$ cat config.mk
export PLATFORM = sky130hd
export DESIGN_NAME = axi_tlp_encoder_flat
export DESIGN_NICKNAME = d
export VERILOG_FILES = /design/src/rtl/axi_tlp_encoder_pkg.sv /design/src/rtl/axi_tlp_encoder_if.sv /design/src/rtl/axi_tlp_encoder_be_calc.sv /design/src/rtl/axi_tlp_encoder.sv /design/src/flat_wrapper.sv
export SDC_FILE = /design/constraint.sdc
export NUM_CORES = 1
export LEC_CHECK = 0
export CORE_ASPECT_RATIO = 0.75
export CORE_MARGIN = 2
export CORE_UTILIZATION = 43
export DETAILED_ROUTE_END_ITERATION = 8
export PLACE_DENSITY = 0.82
export SLEW_MARGIN = 30
export SYNTH_ARGS = -nofsm -noshare
export SYNTH_HDL_FRONTEND = slang
export SYNTH_SLANG_ARGS = --single-unit
$ cat constraint.sdc
create_clock -name clk -period 2.5 [get_ports clk]
set_input_delay 0.5 -clock clk [delete_from_list [all_inputs] [get_ports clk]]
set_output_delay 0.5 -clock clk [all_outputs]
set_load 0.05 [all_outputs]
$ cat src/rtl/axi_tlp_encoder_pkg.sv
// axi_tlp_pkg: completion codes, TLP header constants and encoder state encoding
package axi_tlp_pkg;

    localparam logic [2:0] CODE_REG_RD = 3'b001;
    localparam logic [2:0] CODE_CFG_RD = 3'b010;
    localparam logic [2:0] CODE_CFG_WR = 3'b011;
    localparam logic [2:0] CODE_ADC_RD = 3'b100;

    localparam logic [6:0] FMT_TYPE_CPL  = 7'b00_01010;
    localparam logic [6:0] FMT_TYPE_CPLD = 7'b10_01010;

    localparam logic [2:0] CPL_SC = 3'b000;
    localparam logic [2:0] CPL_UR = 3'b001;
    localparam logic [2:0] CPL_CA = 3'b100;

    typedef enum logic [2:0] {
        ST_IDLE,
        ST_ADDR,
        ST_WAIT_DATA,
        ST_HDR,
        ST_DATA
    } tlp_state_e;

    function automatic logic is_valid_code(input logic [2:0] code);
        return code == CODE_REG_RD || code == CODE_CFG_RD || code == CODE_CFG_WR || code == CODE_ADC_RD;
    endfunction

endpackage

$ cat src/rtl/axi_tlp_encoder_if.sv
// axi_tlp_encoder_if: 64-bit AXI4-Stream TX port toward the PCIe endpoint core
interface axi_tlp_encoder_if;
    logic        tx_tvalid;
    logic [63:0] tx_tdata;
    logic [7:0]  tx_tstrb;
    logic        tx_tlast;
    logic [3:0]  tx_tuser;
    logic        tx_tready;
    logic [5:0]  tx_buf_av;

    modport master (
        output tx_tvalid, tx_tdata, tx_tstrb, tx_tlast, tx_tuser,
        input  tx_tready, tx_buf_av
    );

    modport slave (
        input  tx_tvalid, tx_tdata, tx_tstrb, tx_tlast, tx_tuser,
        output tx_tready, tx_buf_av
    );
endinterface

$ cat src/rtl/axi_tlp_encoder_be_calc.sv
// tlp_be_calc: maps the first byte-enable nibble to completion byte count and lower address bits
module tlp_be_calc (
    input  logic [3:0] first_be,
    output logic [2:0] byte_count,
    output logic [1:0] lo
);
    always_comb begin
        byte_count = (first_be[3] && first_be[0]) ? 3'd4 :
                     ((first_be[3:2] == 2'b01 && first_be[0]) || (first_be[3] && first_be[1:0] == 2'b10)) ? 3'd3 :
                     (first_be == 4'b0011 || first_be == 4'b0110 || first_be == 4'b1100) ? 3'd2 : 3'd1;
        lo = (first_be[0] || first_be == 4'b0000) ? 2'd0 :
             first_be[1] ? 2'd1 :
             first_be[2] ? 2'd2 : 2'd3;
    end
endmodule

$ cat src/rtl/axi_tlp_encoder.sv
// axi_tlp_encoder: builds 3DW-header Cpl/CplD TLPs on the 64-bit AXIS TX port
// for non-posted requests handed over by the RX decoder.
module axi_tlp_encoder
    import axi_tlp_pkg::*;
#(
    parameter int AXIDATAWIDTH = 8,
    parameter int TIMEOUT      = 255
) (
    input  logic        clk,
    input  logic        reset,
    input  logic        req_compl,
    input  logic [2:0]  compl_code,
    input  logic [2:0]  tenc_tc,
    input  logic [1:0]  tenc_attr,
    input  logic [9:0]  tenc_len,
    input  logic [15:0] tenc_rid,
    input  logic [7:0]  tenc_tag,
    input  logic [7:0]  tenc_be,
    input  logic [12:0] tenc_addr,
    input  logic [15:0] cfg_completer_id,
    input  logic [31:0] a4lm_rd_data,
    input  logic        a4lm_rd_valid,
    input  logic [31:0] cfg_rd_data,
    input  logic        cfg_rd_valid,
    input  logic [31:0] adc_rd_data,
    input  logic        adc_rd_valid,
    output logic        tlp_enc_ready,
    axi_tlp_encoder_if.master tx
);
    localparam int CW = $clog2(TIMEOUT + 1);
    localparam logic [7:0] STRB_ALL = 8'((1 << AXIDATAWIDTH) - 1);

    tlp_state_e  state;
    logic [2:0]  code;
    logic [2:0]  tc;
    logic [1:0]  attr;
    logic [9:0]  len;
    logic [15:0] rid;
    logic [7:0]  tag;
    logic [3:0]  first_be;
    logic [4:0]  addr_lo;
    logic [15:0] cpl_id;
    logic [2:0]  status;
    logic        with_data;
    logic [31:0] rd_data;
    logic [CW-1:0] cnt;
    logic        valid_q;

    logic        strobe;
    logic [31:0] sel_data;
    logic [2:0]  be_count;
    logic [1:0]  lo;
    logic [11:0] byte_count;
    logic [31:0] hdr0;
    logic [31:0] hdr1;
    logic [63:0] beat1;
    logic        unused_bits;

    assign unused_bits = ^{tenc_be[7:4], tenc_addr[12:5]};

    tlp_be_calc u_be_calc (
        .first_be   (first_be),
        .byte_count (be_count),
        .lo         (lo)
    );

    // Only the source addressed by the latched code may complete the wait
    always_comb begin
        strobe   = code == CODE_REG_RD ? a4lm_rd_valid :
                   code == CODE_CFG_RD ? cfg_rd_valid :
                   code == CODE_ADC_RD ? adc_rd_valid : 1'b0;
        sel_data = code == CODE_REG_RD ? a4lm_rd_data :
                   code == CODE_CFG_RD ? cfg_rd_data : adc_rd_data;
    end

    always_ff @(posedge clk or negedge reset) begin
        if (!reset) begin
            state     <= ST_IDLE;
            code      <= '0;
            tc        <= '0;
            attr      <= '0;
            len       <= '0;
            rid       <= '0;
            tag       <= '0;
            first_be  <= '0;
            addr_lo   <= '0;
            cpl_id    <= '0;
            status    <= CPL_SC;
            with_data <= 1'b0;
            rd_data   <= '0;
            cnt       <= '0;
            valid_q   <= 1'b0;
        end else begin
            case (state)
                ST_IDLE: if (req_compl && is_valid_code(compl_code)) begin
                    code     <= compl_code;
                    tc       <= tenc_tc;
                    attr     <= tenc_attr;
                    len      <= tenc_len;
                    rid      <= tenc_rid;
                    tag      <= tenc_tag;
                    first_be <= tenc_be[3:0];
                    state    <= ST_ADDR;
                end
                ST_ADDR: begin
                    addr_lo   <= tenc_addr[4:0];
                    cpl_id    <= cfg_completer_id;
                    cnt       <= '0;
                    with_data <= 1'b0;
                    if (code == CODE_CFG_WR || len != 10'd1) begin
                        status  <= code == CODE_CFG_WR ? CPL_SC : CPL_UR;
                        valid_q <= |tx.tx_buf_av;
                        state   <= ST_HDR;
                    end else begin
                        state <= ST_WAIT_DATA;
                    end
                end
                ST_WAIT_DATA: begin
                    cnt <= cnt + 1'b1;
                    // data arriving on the timeout cycle still wins
                    if (strobe) begin
                        rd_data   <= sel_data;
                        with_data <= 1'b1;
                        status    <= CPL_SC;
                        valid_q   <= |tx.tx_buf_av;
                        state     <= ST_HDR;
                    end else if (cnt == CW'(TIMEOUT - 1)) begin
                        status  <= CPL_CA;
                        valid_q <= |tx.tx_buf_av;
                        state   <= ST_HDR;
                    end
                end
                ST_HDR: begin
                    if (!valid_q) valid_q <= |tx.tx_buf_av;
                    else if (tx.tx_tready) state <= ST_DATA;
                end
                ST_DATA: if (tx.tx_tready) begin
                    valid_q <= 1'b0;
                    state   <= ST_IDLE;
                end
                default: state <= ST_IDLE;
            endcase
        end
    end

    always_comb begin
        byte_count = with_data ? {9'b0, be_count} : 12'd4;
        hdr0  = {1'b0, with_data ? FMT_TYPE_CPLD : FMT_TYPE_CPL, 1'b0, tc, 4'b0, 1'b0, 1'b0,
                 attr, 2'b0, with_data ? 10'd1 : 10'd0};
        hdr1  = {cpl_id, status, 1'b0, byte_count};
        beat1 = {with_data ? rd_data : 32'h0, rid, tag, 1'b0, addr_lo, lo};
    end

    assign tlp_enc_ready = state == ST_IDLE;
    assign tx.tx_tvalid  = valid_q;
    assign tx.tx_tdata   = state == ST_HDR ? {hdr1, hdr0} : state == ST_DATA ? beat1 : 64'h0;
    assign tx.tx_tstrb   = state == ST_HDR ? STRB_ALL :
                           state == ST_DATA ? (with_data ? STRB_ALL : 8'h0F) : 8'h00;
    assign tx.tx_tlast   = state == ST_DATA;
    assign tx.tx_tuser   = 4'h0;

endmodule

$ cat src/flat_wrapper.sv
// flat-port wrapper written by rule: the top's interface ports become plain ports
module axi_tlp_encoder_flat import axi_tlp_pkg::*;
#(
    parameter int AXIDATAWIDTH = 8,
    parameter int TIMEOUT      = 255
)
  (clk, reset, req_compl, compl_code, tenc_tc, tenc_attr, tenc_len, tenc_rid, tenc_tag, tenc_be, tenc_addr, cfg_completer_id, a4lm_rd_data, a4lm_rd_valid, cfg_rd_data, cfg_rd_valid, adc_rd_data, adc_rd_valid, tlp_enc_ready, tx_tx_tvalid, tx_tx_tdata, tx_tx_tstrb, tx_tx_tlast, tx_tx_tuser, tx_tx_tready, tx_tx_buf_av);
  axi_tlp_encoder_if tx_i ();
  input  logic clk;
  input  logic reset;
  input  logic req_compl;
  input  logic [2:0] compl_code;
  input  logic [2:0] tenc_tc;
  input  logic [1:0] tenc_attr;
  input  logic [9:0] tenc_len;
  input  logic [15:0] tenc_rid;
  input  logic [7:0] tenc_tag;
  input  logic [7:0] tenc_be;
  input  logic [12:0] tenc_addr;
  input  logic [15:0] cfg_completer_id;
  input  logic [31:0] a4lm_rd_data;
  input  logic a4lm_rd_valid;
  input  logic [31:0] cfg_rd_data;
  input  logic cfg_rd_valid;
  input  logic [31:0] adc_rd_data;
  input  logic adc_rd_valid;
  output logic tlp_enc_ready;
  output wire logic [$bits(tx_i.tx_tvalid)-1:0] tx_tx_tvalid;
  output wire logic [$bits(tx_i.tx_tdata)-1:0] tx_tx_tdata;
  output wire logic [$bits(tx_i.tx_tstrb)-1:0] tx_tx_tstrb;
  output wire logic [$bits(tx_i.tx_tlast)-1:0] tx_tx_tlast;
  output wire logic [$bits(tx_i.tx_tuser)-1:0] tx_tx_tuser;
  input wire logic [$bits(tx_i.tx_tready)-1:0] tx_tx_tready;
  input wire logic [$bits(tx_i.tx_buf_av)-1:0] tx_tx_buf_av;
  assign tx_tx_tvalid = tx_i.tx_tvalid;
  assign tx_tx_tdata = tx_i.tx_tdata;
  assign tx_tx_tstrb = tx_i.tx_tstrb;
  assign tx_tx_tlast = tx_i.tx_tlast;
  assign tx_tx_tuser = tx_i.tx_tuser;
  assign tx_i.tx_tready = tx_tx_tready;
  assign tx_i.tx_buf_av = tx_tx_buf_av;
  axi_tlp_encoder #(.AXIDATAWIDTH(AXIDATAWIDTH), .TIMEOUT(TIMEOUT)) u_core (.clk(clk), .reset(reset), .req_compl(req_compl), .compl_code(compl_code), .tenc_tc(tenc_tc), .tenc_attr(tenc_attr), .tenc_len(tenc_len), .tenc_rid(tenc_rid), .tenc_tag(tenc_tag), .tenc_be(tenc_be), .tenc_addr(tenc_addr), .cfg_completer_id(cfg_completer_id), .a4lm_rd_data(a4lm_rd_data), .a4lm_rd_valid(a4lm_rd_valid), .cfg_rd_data(cfg_rd_data), .cfg_rd_valid(cfg_rd_valid), .adc_rd_data(adc_rd_data), .adc_rd_valid(adc_rd_valid), .tlp_enc_ready(tlp_enc_ready), .tx(tx_i));
endmodule
### Yosys cells after proc, flatten, opt, wreduce, memory -nomap -nowiden

Cells that the tools add are included.

* register bits: 115
* output and inout bits: 79

* reduce and logical (&&, ||, !) cells: 23
* eq/ne operators: 26
* multiplexer cells: 42
* add/sub/neg operators: 1

Operators by type and width (count)
* $mux W64: 2
* $mux W32: 3
* $mux W3: 11
* $mux W8: 3
* $eq A3 B2 Y1 const B: 6
* $pmux W8 S2: 1
* $pmux W3 S5: 1
* $mux W1: 13
* $ne A10 B1 Y1 const B: 1
* $ne A2 B1 Y1 const B: 5
* $eq A3 B1 Y1 const B: 3
* $eq A3 B3 Y1 const B: 3
* $add A8 B1 Y8 const B: 1
* $eq A8 B8 Y1 const B: 1
* $logic_or A1 B1 Y1: 8
* $mux W2: 4
* $mux W7: 1
* $pmux W3 S2: 1
* $reduce_and A2 Y1: 3
* $reduce_or A6 Y1: 1
* $reduce_and A5 Y1: 1
* $eq A4 B2 Y1 const B: 1
* $eq A4 B3 Y1 const B: 1
* $eq A4 B4 Y1 const B: 1
* 13 further kinds: 16

### Longest topological paths before layout

* word-level depth: 8
* depth in mapped cells: 8

### Cells and area by module

A second synthesis with hierarchy kept.

* cells, all modules: 572
* area, all modules: 6219.7 µm²

Modules (own cells, without submodules)
* axi_tlp_encoder: times used 1, cells an instance 560, area each 6144.6 µm², sequential area each 2852.7 µm²
* tlp_be_calc: times used 1, cells an instance 12, area each 75.1 µm², sequential area each 0.0 µm²

### Least setup slack after synthesis

No wires, ideal clock.

* path type: reg2out
* from: reg u_core.state[2]
* to: out tx_tx_tdata[33]
* required time: 2000 ps
* path slack: -407 ps
* cell stages (with the launch flop): 6
* data arrival time: 2407 ps
* cells stage by stage: dfrtp_1 buf_2 nor2_1 clkbuf_1 nand2_1 o31ai_1

* longest elaborated chain between the ends: 3
* elaborated cells on any way between the ends: 4
* classes of those cells: eq/ne: 2; mux: 2

RTL lines
* start, declared: RTL line axi_tlp_encoder.sv:33 `tlp_state_e state;`
* start signal, assigned: RTL line axi_tlp_encoder.sv:78 `state <= ST_IDLE;`
* start signal, assigned: RTL line axi_tlp_encoder.sv:103 `state <= ST_ADDR;`
* start signal, assigned: RTL line axi_tlp_encoder.sv:113 `state <= ST_HDR;`
* $eq A3 B3 Y1: RTL line axi_tlp_encoder.sv:156 `assign tx.tx_tdata = state == ST_HDR ? {hdr1, hdr0} : state == ST_DATA ? beat1 : 64'h0;`
* $mux W64: RTL line axi_tlp_encoder.sv:156
* $mux W64 (*): RTL line axi_tlp_encoder.sv:156
* end, declared: RTL line flat_wrapper.sv:29 `output wire logic [$bits(tx_i.tx_tdata)-1:0] tx_tx_tdata;`

Every way passes the cells marked *; elsewhere a longest branch is shown, timed or not.

### Worst setup path after layout

* from: reg u_core.state[0]
* to: out tx_tx_tdata[63]

Same word-level chain as after synthesis.

==> impl_metrics.tcl <==
set metrics [dict create \
    layout_commonest_cell "clkdlybuf4s50_1" \
    overflow 0 \
    cts_tree "yes" \
    max_freq_mhz 410 \
    rr_startpoint "u_core.state[2]" \
    place_congestion 0.780 \
    synthCells 562 \
    ys_warn_count 0 \
    route.detailed.wl_per_inst_um 17.9 \
    insertedDiodeCount 0 \
    area_delta_synth_final_pct 68.4 \
    final_antenna_net_count 0 \
    finClkSkew_ns 0.0102 \
    dp_hpwl_mm 13.0 \
    place_ws_ns 0.0923 \
    worstMarginPinSlew_ns 0.515 \
    layout_common_cells "clkdlybuf4s50_1, dfrtp_1, nand2_1" \
    drt_pass1_iterations 4 \
    syn_avg_cell_area_um2 10.7 \
    drv_slew 0 \
    ys_types 48 \
    grt_pass1_wl_mm 28.4 \
    synth_top_area_share_pct 47.6 \
    drt-total-wl_mm 17.9 \
    yosysTopAreaCell "dfrtp_1" \
    finalInstanceArea_um2 10100 \
    fin_cells 995 \
    status "complete, no violations" \
    final_util_pct 73.9 \
    max_stage_delay_ns 0.41 \
    crit_chain "nor2_4 -> nand2_4 -> inv_4 -> and2_4 -> bufbuf_16 -> a22o_1 -> buf_12" \
    ys_async_sr_fraction_pct 100 \
    hold_ws_ns 0.0609 \
    worst_slack_ns 0.0615 \
    min_period_ns 2.44 \
    num_vias 5236 \
    drc_errors 0 \
    pin_count 267 \
    die_h_um 106 \
    peakVddDrop_mv 0.604 \
    start_util_pct 43.9 \
    synthTopCellsByArea "dfrtp_1, mux2_2, mux2i_1" \
    critPathLaunchType "flop" \
    cp_data_required_time_ns 2.00 \
    ff2ff_setup_slack_ns 0.60 \
    ys.flop_type "dfrtp_1" \
    core_area_um2 13700 \
    cts_max_level 4 \
    drt_iter0_drc 318 \
    final_nets 998 \
    arrival_ns 1.94 \
    clk_pin_slew_ns 0.06 \
    routed_via_density 5.26 \
    synthesis.area_um2 6000 \
    min_path_type "input port to async pin" \
    reg2reg_depth 6 \
    antenna_found_initial 0 \
    worst_r2r_endpoint "u_core.status[0]" \
    p_leak_nw 4.39 \
    dp.cells 961 \
    portBuffers 249 \
    finalSetupViolCount 0 \
    design.die.area_um2 14900 \
    drive_above_1_share_pct 27.7 \
    rows 37 \
    critPathKind "flop to output port" \
    seq_area_frac_synth_pct 47.6 \
    cts_sinks 114 \
    crit_path_end_kind "output port" \
    synth-edff-count 0 \
    clock-root-buffer "clkbuf_16" \
    min_period_over_period_pct 97.5 \
    track_usage_pct 24.4 \
    placed_area_um2 9370 \
    grt_pass1_vias 5594 \
    fp.dieW_um 140 \
    clockBufferDepth 2 \
    p_per_area_nw_per_um2 1160 \
    synth-seq-cells 114 \
    cts_made_buffers 17 \
    final_hold_viol_count 0 \
    grt_setup_unrepaired "true" \
    clkLatencyLatePin_ns 0.41 \
    crit_family "buffers and inverters" \
    relSlewSlack_pct 65.7 \
    crit_slowest_cell "dfrtp_1" \
    drv_cap 0 \
    grt_max_degree 65 \
    path_buf_inv 3 \
    cp_max_fo 11 \
]
-- flip-flops by register name, summed over array words and instances (netlist names), 4 cells and up --
register / count
u_core.len: 10
u_core.rd_data: 32
u_core.cnt: 8
u_core.first_be: 4
u_core.addr_lo: 5
u_core.tag: 8
u_core.rid: 16
u_core.cpl_id: 16
-- cell type report --
type                            instances  area (µm²)
Sequential cell                       114        2850
Tap cell                              175         219
Fill cell                             884        3560
Inverter                                4        17.5
Clock inverter                          8         101
Multi-Input combinational cell        401        2930
Timing Repair Buffer                  270        3480
Clock buffer                           23         498
-- worst max path at each step --
stage,from,end,cells after the start
2_1_floorplan,u_core.state[2],tx_tx_tdata[33],5
3_3_place_gp,u_core.state[1],tx_tx_tdata[34],8
3_5_place_dp,u_core.state[1],tx_tx_tdata[34],8
4_1_cts,u_core.state[1],tx_tx_tdata[47],7
5_1_grt,u_core.state[0],tx_tx_tdata[34],7
6_report,u_core.state[0],tx_tx_tdata[63],7
-- cell families (layout without fill, tap and decap cells) --
logic type | after synthesis | count (layout) | share of synthesized area, %
other cells | 1 | 5 | 0.0625
simple gates | 189 | 189 | 15.7
fa+ha+maj | 2 | 2 | 0.417
buf+inv | 51 | 305 | 5.36
compound gates | 92 | 92 | 10.4
flops | 114 | 114 | 47.6
mux | 113 | 113 | 20.5
-- synthesized netlist by cell type (4+ instances only) --
master / number
dfrtp_1: 114
nand2_1: 86
mux2_2: 75
nor2_1: 41
a21oi_1: 36
mux2i_1: 34
a22o_1: 24
and2_1: 23
buf_4: 16
buf_2: 14
and3_1: 12
clkbuf_1: 10
o21ai_0: 10
buf_6: 7
inv_1: 4
mux2_1: 4
nand3_1: 4
o31ai_1: 4
-- metal layers --
layer | vias up | global-route usage, % | wire length, µm
met5 | - | 0 | 0
met2 | 213 | 42.9 | 9050
met3 | 29 | 8.96 | 1560
met4 | 0 | 8.01 | 358
li1 | 2457 | - | -
met1 | 2537 | 27.8 | 6890
-- where the power goes --
group | total [W] | leakage, nW | internal [W] | switching, W
Combinational | 0.00599 | 2.72 | 0.00290 | 0.00309
Sequential | 0.00331 | 1.39 | 0.00273 | 0.000577
Clock | 0.00243 | 0.287 | 0.00159 | 0.000836
-- timing repair --
| action | CTS | global route |
|---|---|---|
| hold buffers | 0 | 0 |
| gates resized for setup | 19 | 1 |
| setup endpoints to repair | 70 | 11 |
| pin swaps | 0 | 2 |
| gates cloned | 1 | 0 |
| buffers inserted | 0 | 2 |
-- per-stage QoR --
step                      TNS [ns]  power, W
after floorplan            -0.0478   0.00681
after global placement           0   0.00891
after detailed placement         0   0.00919
after CTS                        0    0.0118
after global routing       -0.0622    0.0123
final                            0    0.0117
(Power assumes the default switching activity.)
